### src/rtl/hdr_mode_controller_pkg.sv
// Shared I3C target definitions: HDR controller state encoding, o_mode codes
// and the ENTHDR mode index that selects HDR-DDR.
package hdr_mode_controller_pkg;

   typedef enum logic [2:0] {
      ST_SDR       = 3'd0,
      ST_ENTER     = 3'd1,
      ST_DDR       = 3'd2,
      ST_RESTART   = 3'd3,
      ST_IGNORE    = 3'd4,
      ST_EXIT_WAIT = 3'd5
   } hdr_state_e;

   localparam logic [1:0] MODE_SDR    = 2'b00;
   localparam logic [1:0] MODE_DDR    = 2'b01;
   localparam logic [1:0] MODE_IGNORE = 2'b10;
   localparam logic [1:0] MODE_EXIT   = 2'b11;

   localparam logic [2:0] ENTHDR_DDR = 3'b000;

   // ENTER and RESTART are part of the DDR session from the bus's point of view.
   function automatic logic [1:0] mode_of(hdr_state_e s);
      case (s)
         ST_SDR:                        return MODE_SDR;
         ST_ENTER, ST_DDR, ST_RESTART:  return MODE_DDR;
         ST_IGNORE:                     return MODE_IGNORE;
         default:                       return MODE_EXIT;
      endcase
   endfunction

endpackage

### src/rtl/bus_stop_detector.sv
// Flags an SDR STOP: SDA rising while SCL is high in both the previous and
// current sample. The sampler runs in every state.
module bus_stop_detector (
   input  logic i_sys_clk,
   input  logic i_sys_rst,
   input  logic i_scl,
   input  logic i_sda,
   output logic o_stop
);

   logic scl_q;
   logic sda_q;

   always_ff @(posedge i_sys_clk or negedge i_sys_rst) begin
      if (!i_sys_rst) begin
         scl_q <= 1'b0;
         sda_q <= 1'b0;
      end else begin
         scl_q <= i_scl;
         sda_q <= i_sda;
      end
   end

   assign o_stop = scl_q & i_scl & ~sda_q & i_sda;

endmodule

### src/rtl/hdr_mode_controller.sv
// I3C target HDR mode controller: switches the SDR/DDR engines and HDR
// detectors on ENTHDR, restart, exit and STOP events. All outputs registered.
module hdr_mode_controller
   import hdr_mode_controller_pkg::*;
#(
   parameter int STOP_TIMEOUT = 255,
   parameter int FLUSH_CYCLES = 2
) (
   input  logic       i_sys_clk,
   input  logic       i_sys_rst,
   input  logic       i_scl,
   input  logic       i_sda,
   input  logic       i_enthdr_valid,
   input  logic [2:0] i_enthdr_mode,
   input  logic       i_restart_det,
   input  logic       i_exit_det,
   output logic       o_sdr_engine_en,
   output logic       o_ddr_engine_en,
   output logic       o_restart_det_en,
   output logic       o_exit_det_en,
   output logic [1:0] o_mode,
   output logic       o_restart_pulse,
   output logic       o_exit_pulse,
   output logic       o_err,
   output logic [7:0] o_restart_cnt
);

   localparam int TW = (STOP_TIMEOUT > 1) ? $clog2(STOP_TIMEOUT) : 1;
   localparam int FW = (FLUSH_CYCLES > 1) ? $clog2(FLUSH_CYCLES) : 1;

   hdr_state_e      state_q, state_d;
   logic [FW-1:0]   flush_q, flush_d;
   logic [TW-1:0]   tmo_q, tmo_d;
   logic [7:0]      cnt_q, cnt_d;
   logic            exit_pulse_d, err_d;
   logic            stop;

   logic            sdr_en_q, ddr_en_q, rdet_en_q, edet_en_q;
   logic [1:0]      mode_q;
   logic            restart_pulse_q, exit_pulse_q, err_q;

   bus_stop_detector u_stop (
      .i_sys_clk (i_sys_clk),
      .i_sys_rst (i_sys_rst),
      .i_scl     (i_scl),
      .i_sda     (i_sda),
      .o_stop    (stop)
   );

   always_comb begin
      state_d      = state_q;
      flush_d      = flush_q;
      tmo_d        = tmo_q;
      cnt_d        = cnt_q;
      exit_pulse_d = 1'b0;
      err_d        = 1'b0;
      case (state_q)
         ST_SDR: begin
            if (i_enthdr_valid) begin
               if (i_enthdr_mode == ENTHDR_DDR) begin
                  state_d = ST_ENTER;
                  flush_d = '0;
                  cnt_d   = 8'd0;
               end else begin
                  state_d = ST_IGNORE;
               end
            end
         end
         ST_ENTER: begin
            if (flush_q == FW'(FLUSH_CYCLES - 1)) state_d = ST_DDR;
            else                                  flush_d = flush_q + 1'b1;
         end
         ST_DDR: begin
            // Exit has priority; a coincident restart is dropped entirely.
            if (i_exit_det) begin
               state_d = ST_EXIT_WAIT;
               tmo_d   = '0;
            end else if (i_restart_det) begin
               state_d = ST_RESTART;
               if (cnt_q != 8'hFF) cnt_d = cnt_q + 8'd1;
            end
         end
         ST_RESTART: state_d = ST_DDR;
         ST_IGNORE: begin
            if (i_exit_det) begin
               state_d = ST_EXIT_WAIT;
               tmo_d   = '0;
            end
         end
         ST_EXIT_WAIT: begin
            if (stop) begin
               state_d      = ST_SDR;
               exit_pulse_d = 1'b1;
            end else if (tmo_q == TW'(STOP_TIMEOUT - 1)) begin
               state_d = ST_SDR;
               err_d   = 1'b1;
            end else begin
               tmo_d = tmo_q + 1'b1;
            end
         end
         default: state_d = ST_SDR;
      endcase
   end

   // Outputs decode the next state so they line up with the state register.
   always_ff @(posedge i_sys_clk or negedge i_sys_rst) begin
      if (!i_sys_rst) begin
         state_q         <= ST_SDR;
         flush_q         <= '0;
         tmo_q           <= '0;
         cnt_q           <= 8'd0;
         sdr_en_q        <= 1'b1;
         ddr_en_q        <= 1'b0;
         rdet_en_q       <= 1'b0;
         edet_en_q       <= 1'b0;
         mode_q          <= MODE_SDR;
         restart_pulse_q <= 1'b0;
         exit_pulse_q    <= 1'b0;
         err_q           <= 1'b0;
      end else begin
         state_q         <= state_d;
         flush_q         <= flush_d;
         tmo_q           <= tmo_d;
         cnt_q           <= cnt_d;
         sdr_en_q        <= (state_d == ST_SDR);
         ddr_en_q        <= (state_d == ST_DDR);
         rdet_en_q       <= (state_d == ST_DDR);
         edet_en_q       <= (state_d == ST_DDR) || (state_d == ST_IGNORE) ||
                            (state_d == ST_EXIT_WAIT);
         mode_q          <= mode_of(state_d);
         restart_pulse_q <= (state_d == ST_RESTART);
         exit_pulse_q    <= exit_pulse_d;
         err_q           <= err_d;
      end
   end

   assign o_sdr_engine_en  = sdr_en_q;
   assign o_ddr_engine_en  = ddr_en_q;
   assign o_restart_det_en = rdet_en_q;
   assign o_exit_det_en    = edet_en_q;
   assign o_mode           = mode_q;
   assign o_restart_pulse  = restart_pulse_q;
   assign o_exit_pulse     = exit_pulse_q;
   assign o_err            = err_q;
   assign o_restart_cnt    = cnt_q;

endmodule

### config.mk
export PLATFORM = sky130hd
export DESIGN_NAME = hdr_mode_controller
export DESIGN_NICKNAME = d
export VERILOG_FILES = /design/src/rtl/hdr_mode_controller_pkg.sv /design/src/rtl/bus_stop_detector.sv /design/src/rtl/hdr_mode_controller.sv
export SDC_FILE = /design/constraint.sdc
export NUM_CORES = 1
export LEC_CHECK = 0
export CAP_MARGIN = 20
export CORE_UTILIZATION = 56
export DETAILED_ROUTE_END_ITERATION = 8
export GPL_TIMING_DRIVEN = 0
export PLACE_DENSITY = 0.83
export SYNTH_ARGS = -nofsm -noshare
export SYNTH_HDL_FRONTEND = slang
export SYNTH_SLANG_ARGS = --single-unit
### constraint.sdc
create_clock -name i_sys_clk -period 3.6 [get_ports i_sys_clk]
set_input_delay 0.72 -clock i_sys_clk [delete_from_list [all_inputs] [get_ports i_sys_clk]]
set_output_delay 0.72 -clock i_sys_clk [all_outputs]
set_load 0.1 [all_outputs]
# == Word level (Yosys, flattened, before mapping) ==
# Index checks and enable logic that the tools add are counted.
# Widths: inputs -> output; s select.
# totals
out_inout_bits,17
register_bits,30
word_cells,82
input_bits,10
# op_classes
n_reduce_logical,13
mux,29
n_eq_ne,20
n_bitwise,4
n_addsub,3
# ops
op,n
$mux 8,8
$pmux 8 s2,2
$mux 3,8
$pmux 3 s6,1
$add 8x1->8 const B,2
$ne 2x2->1 const B,7
$eq 3x2->1 const B,4
$eq 3x3->1 const B,4
$logic_not 3->1,3
$eq 8x8->1 const B,1
$mux 1,8
$ne 8x8->1 const B,1
$eq 3x1->1 const B,2
$pmux 2 s3,1
$reduce_and 6->1,1
$reduce_bool 2->1,3
$reduce_and 4->1,1
$and 1x1->1,3
$reduce_and 3->1,1
$reduce_or 3->1,1
$logic_or 1x1->1,2
$ne 2x1->1 const B,1
$pmux 1 s2,1
$reduce_or 2->1,1
other kinds (2),2

# == Logic depth before layout (Yosys ltp) ==
# logic_depth
depth_word,8
ltp_mapped,8
ltp_nobuf,7

# == Cells and area by module ==
# From an unflattened synthesis, not the netlist that was laid out.
# hier_totals
cells_unflattened,153
hier_area_um2,1498.9
# modules_own_cells
mod,seq_area_each_um2,cells_per_inst,area_each_um2,n_inst
hdr_mode_controller,701.9,150,1438.9,1
bus_stop_detector,50.0,3,60.1,1

# == Least setup slack after synthesis ==
# Ideal clock, no wire load.
# synth_timing
path_kind,flip-flop to flip-flop
start,"reg cnt_q[0], in the netlist o_restart_cnt[0]"
end,"reg cnt_q[2], in the netlist o_restart_cnt[2]"
required_time_ns,3.522
period_less_slack_ns,2.468
t_arrival_ns,2.391
setup_slack_ns,1.132
n_path_buf,1
path_stages_with_launch,8
setup_ns,0.078
path_cell_list,dfrtp_1 -> ha_1 -> nand3_1 -> nor2_1 -> a311o_1 -> buf_2 -> or4_1 -> a21oi_1
# synth_via
elab_chain_len,5
elab_cells_between_ends,8
classes_between,1 x add/sub; 2 x eq/ne; 4 x mux; 1 x reduce/logical
# synth_lines
item,line_no,rtl
start: declaration,hdr_mode_controller.sv:34,"logic [7:0] cnt_q, cnt_d;"
start signal: assignment,hdr_mode_controller.sv:124,cnt_q <= cnt_d;
$add 8x1->8,hdr_mode_controller.sv:80,if (cnt_q != 8'hFF) cnt_d = cnt_q + 8'd1;
$mux 8,hdr_mode_controller.sv:80,
$mux 8,hdr_mode_controller.sv:78,end else if (i_restart_det) begin
$mux 8,hdr_mode_controller.sv:75,if (i_exit_det) begin
$pmux 8 s2,hdr_mode_controller.sv:57,case (state_q)
# Parallel ways exist; a longest one is shown, timed or not. The select of a mux whose other input is x is not followed.
# A chain may end at the register's enable or synchronous reset.

# == Worst setup path after layout ==
# layout_timing
start,"reg sdr_en_q, in the netlist o_sdr_engine_en"
end,out o_sdr_engine_en
# layout_lines
item,line_no,rtl
start: declaration,hdr_mode_controller.sv:38,"logic sdr_en_q, ddr_en_q, rdet_en_q, edet_en_q;"
start signal: assignment,hdr_mode_controller.sv:125,sdr_en_q <= (state_d == ST_SDR);
end: declaration,hdr_mode_controller.sv:17,"output logic o_sdr_engine_en,"
# No word-level cell between the ends.

==> results.toml <==
[routing]
wl_um = 3210
vias = 1332
drt_first_pass_iters = 4
wl_met2_um = 1500
avgRoutedWirePerCell_um = 14.7
remaining_drc_errors = 0
ant_nets = 0
wl_met1_um = 1480
top_layer = "met4"
drt-vias-per-instance = 6.08
dr.first_iter.drc_count = 34
wl_met3_um = 185

[floorplan]
io_pins = 27
core-area_um2 = 2570
initial_core_util_pct = 61.0
fp.dieW_um = 54.9
fp.dieH_um = 54.9
dieArea_um2 = 3010
rows = 18

[pwr]
p_per_area_nw_per_um2 = 945
combPwrFrac_pct = 61.2
p_switching_mw = 1.01
ir_drop_mv = 1.07
p_clk_share_pct = 10.3
internal-power_mw = 0.830
p_sw_share_pct = 54.8
leakagePower_nw = 0.790
seqPwrFrac_pct = 28.5

[sta]
hold_violations = 0
final_max_slew_viol_count = 0
relSlewSlack_pct = 35.1
fin_crit_ns = 2.70
finalClockSkew_ns = 0.0184
tightestPinTransition_ns = 0.971
finalSetupViolCount = 0
setup_tns_ns = 0
layout_worst_path_cycle_share_pct = 74.9
rsz0062_at_grt = "no"
fmax_mhz = 371

[worst_setup_path]
crit_arrival_ns = 1.98
crit_required_ns = 2.88
slowest_stage = "clkdlybuf4s50_1"
cp_max_fo = 1
path_cells = "clkdlybuf4s50_1"
slowest_delay_ns = 1.12
cp-start-kind = "flip-flop"
cp_top_family = "buffers and inverters"
crit_path_end_kind = "primary output"
cp.buffers_inverters = 1
worst-setup-path-type = "flip-flop to primary output"

[clock_tree]
ctsHoldBuffers = 0
clkTransAtPathRegs_ns = 0.09
clk_path_buf_depth = 2
cts_tree = "built"
htreeDepth = 2
cts.sinks = 30
cts_resized = 0
numCtsBuffers = 5
cts-root-buf = "clkbuf_4"
clk_latency_ns = 0.34
postCtsSetupBuffers = 0

[synthesis]
synth-seq-area-share_pct = 48.0
synth_nets = 167
ys_warn_count = 0
async_flop_share_pct = 100
synth_top_flop_cell = "dfrtp_1"
synth-edff-count = 0
synth.cell_area_um2 = 1570
syn_area_per_cell_um2 = 10.2
synth_cell_types = 46
syn_inst = 154
synth-seq-cells = 30

[layout]
fin_area_um2 = 1940
fin_cells = 219
n_fill_cell = 185
fin_nets = 201
drive_above_1_share_pct = 12.2
multiInputGateArea_um2 = 733
syn_to_final_growth_pct = 24.0
antenna_cells = 0
regArea_um2 = 752

[placed_design]
placed_cells = 211
port_buffers = 26
place_congestion = 0.825
hpwl_um = 2320
place_area_um2 = 1890

[min_path]
hp-class = "flip-flop to flip-flop"

[grt]
grt_start_max_net_pins = 18
grt_usage_pct = 26.0
gr-total-overflow = 0
antenna_found_initial = 0
grt_pass1_wl_um = 5410
first_global_vias = 1229

[job]
drv_cap = 0

[run_status]
outcome = "finished clean"
state kept, by name, indices dropped and copies added, names as in the netlist, 2 cells and up:
name	flops
tmo_q	8
o_mode	2
state_q	3
o_restart_cnt	8
placed cells by master (no fill, tap or decap), types with 2 or more instances in the layout:
master           netlist  final
mux2i_1                5      5
ha_1                   3      3
nand4_1                2      2
or2_2                  2      2
nand3_1                7      7
clkdlybuf4s50_1        0     26
nor4_1                 4      4
nor2b_1                2      2
inv_1                  6      6
nand2b_1               6      6
a21oi_1               10     10
clkbuf_4               0      5
buf_2                  2      2
dfrtp_1               29     29
nand3b_1               2      2
clkbuf_1               2      3
a2bb2oi_1              2      2
o31ai_1                7      7
o21ai_0                9      9
buf_6                  3      3
nor3_1                 3      3
nand2_1               12     12
o21a_1                 2      2
nor2_1                 5      5
or4_1                  6      6
clkinv_2               0      2
kinds of logic after synthesis:
family	share of synthesized area (%)
buffers and inverters	5.19
AO/OA/AOI/OAI	17.7
AND/OR/NAND/NOR	23.6
multiplexers	3.20
flip-flops	48.0
adder cells (fa/ha/maj)	2.40
per-layer routing:
layer	vias to the layer above	global-route usage, %
met5	-	0
met4	0	8.75
met3	5	8.47
met2	39	41.4
met1	649	33.3
li1	639	-
per-stage QoR:
| stage | util [%] | power (mW) | hold WS [ns] | setup slack, ns |
|---|---|---|---|---|
| final | 75.7 | 1.84 | 0.546 | 0.902 |
| after CTS | 75.7 | 1.84 | 0.543 | 0.890 |
| after floorplan | - | 1.39 | 0.424 | 1.13 |
| after global routing | 75.7 | 1.95 | 0.604 | 0.862 |
| after detailed placement | 73.7 | 1.65 | 0.530 | 0.876 |
| after global placement | 72.6 | 1.62 | 0.516 | 0.930 |
synth_stat cells (2+ instances only):
cell | instances | area [um^2]
ha_1 | 3 | 37.5
a21oi_1 | 10 | 50.1
o31ai_1 | 7 | 52.6
nand3b_1 | 2 | 15.0
nor2b_1 | 2 | 12.5
nand2_1 | 12 | 45.0
nand3_1 | 7 | 35.0
or4_1 | 6 | 45.0
nand4_1 | 2 | 12.5
buf_6 | 3 | 33.8
nand2b_1 | 6 | 37.5
nor3_1 | 3 | 15.0
inv_1 | 6 | 22.5
mux2i_1 | 5 | 50.1
o21ai_0 | 9 | 45.0
buf_2 | 2 | 10.0
o21a_1 | 2 | 15.0
nor4_1 | 4 | 25.0
nor2_1 | 5 | 18.8
or2_2 | 2 | 12.5
clkbuf_1 | 2 | 7.51
a2bb2oi_1 | 2 | 17.5
dfrtp_1 | 29 | 726
power groups by stage:
| stage | clock network, mW | registers [mW] | logic (mW) |
|---|---|---|---|
| final | 0.189 | 0.523 | 1.12 |
| after global placement | 0 | 0.522 | 1.10 |
| after detailed placement | 0 | 0.528 | 1.12 |
| after floorplan | 0 | 0.954 | 0.437 |
| after CTS | 0.194 | 0.522 | 1.12 |
| after global routing | 0.208 | 0.541 | 1.20 |
path summary, 6_finish.rpt:
kind	start	depth (start not counted)	slack (ns)	to
max in group asynchronous	i_sys_rst	2	2.28	tmo_q[2]
min in group asynchronous	i_sys_rst	1	0.78	u_stop.scl_q
worst max-delay path	o_sdr_engine_en	1	0.90	o_sdr_engine_en
worst max register to register	o_restart_cnt[0]	7	1.50	o_restart_cnt[4]
worst min register to register	o_restart_cnt[3]	1	0.55	o_restart_cnt[3]
worst min-delay path	o_restart_cnt[3]	1	0.55	o_restart_cnt[3]
area by class of cell:
class                           count  share of cell area, %
Sequential cell                    30                   38.7
Inverter                            6                   1.16
Tap cell                           30                   1.93
Clock inverter                      2                  0.515
Buffer                              8                   3.03
Clock buffer                        6                   2.12
Timing Repair Buffer               27                   14.8
Multi-Input combinational cell    110                   37.7
(Power assumes the default switching activity.)
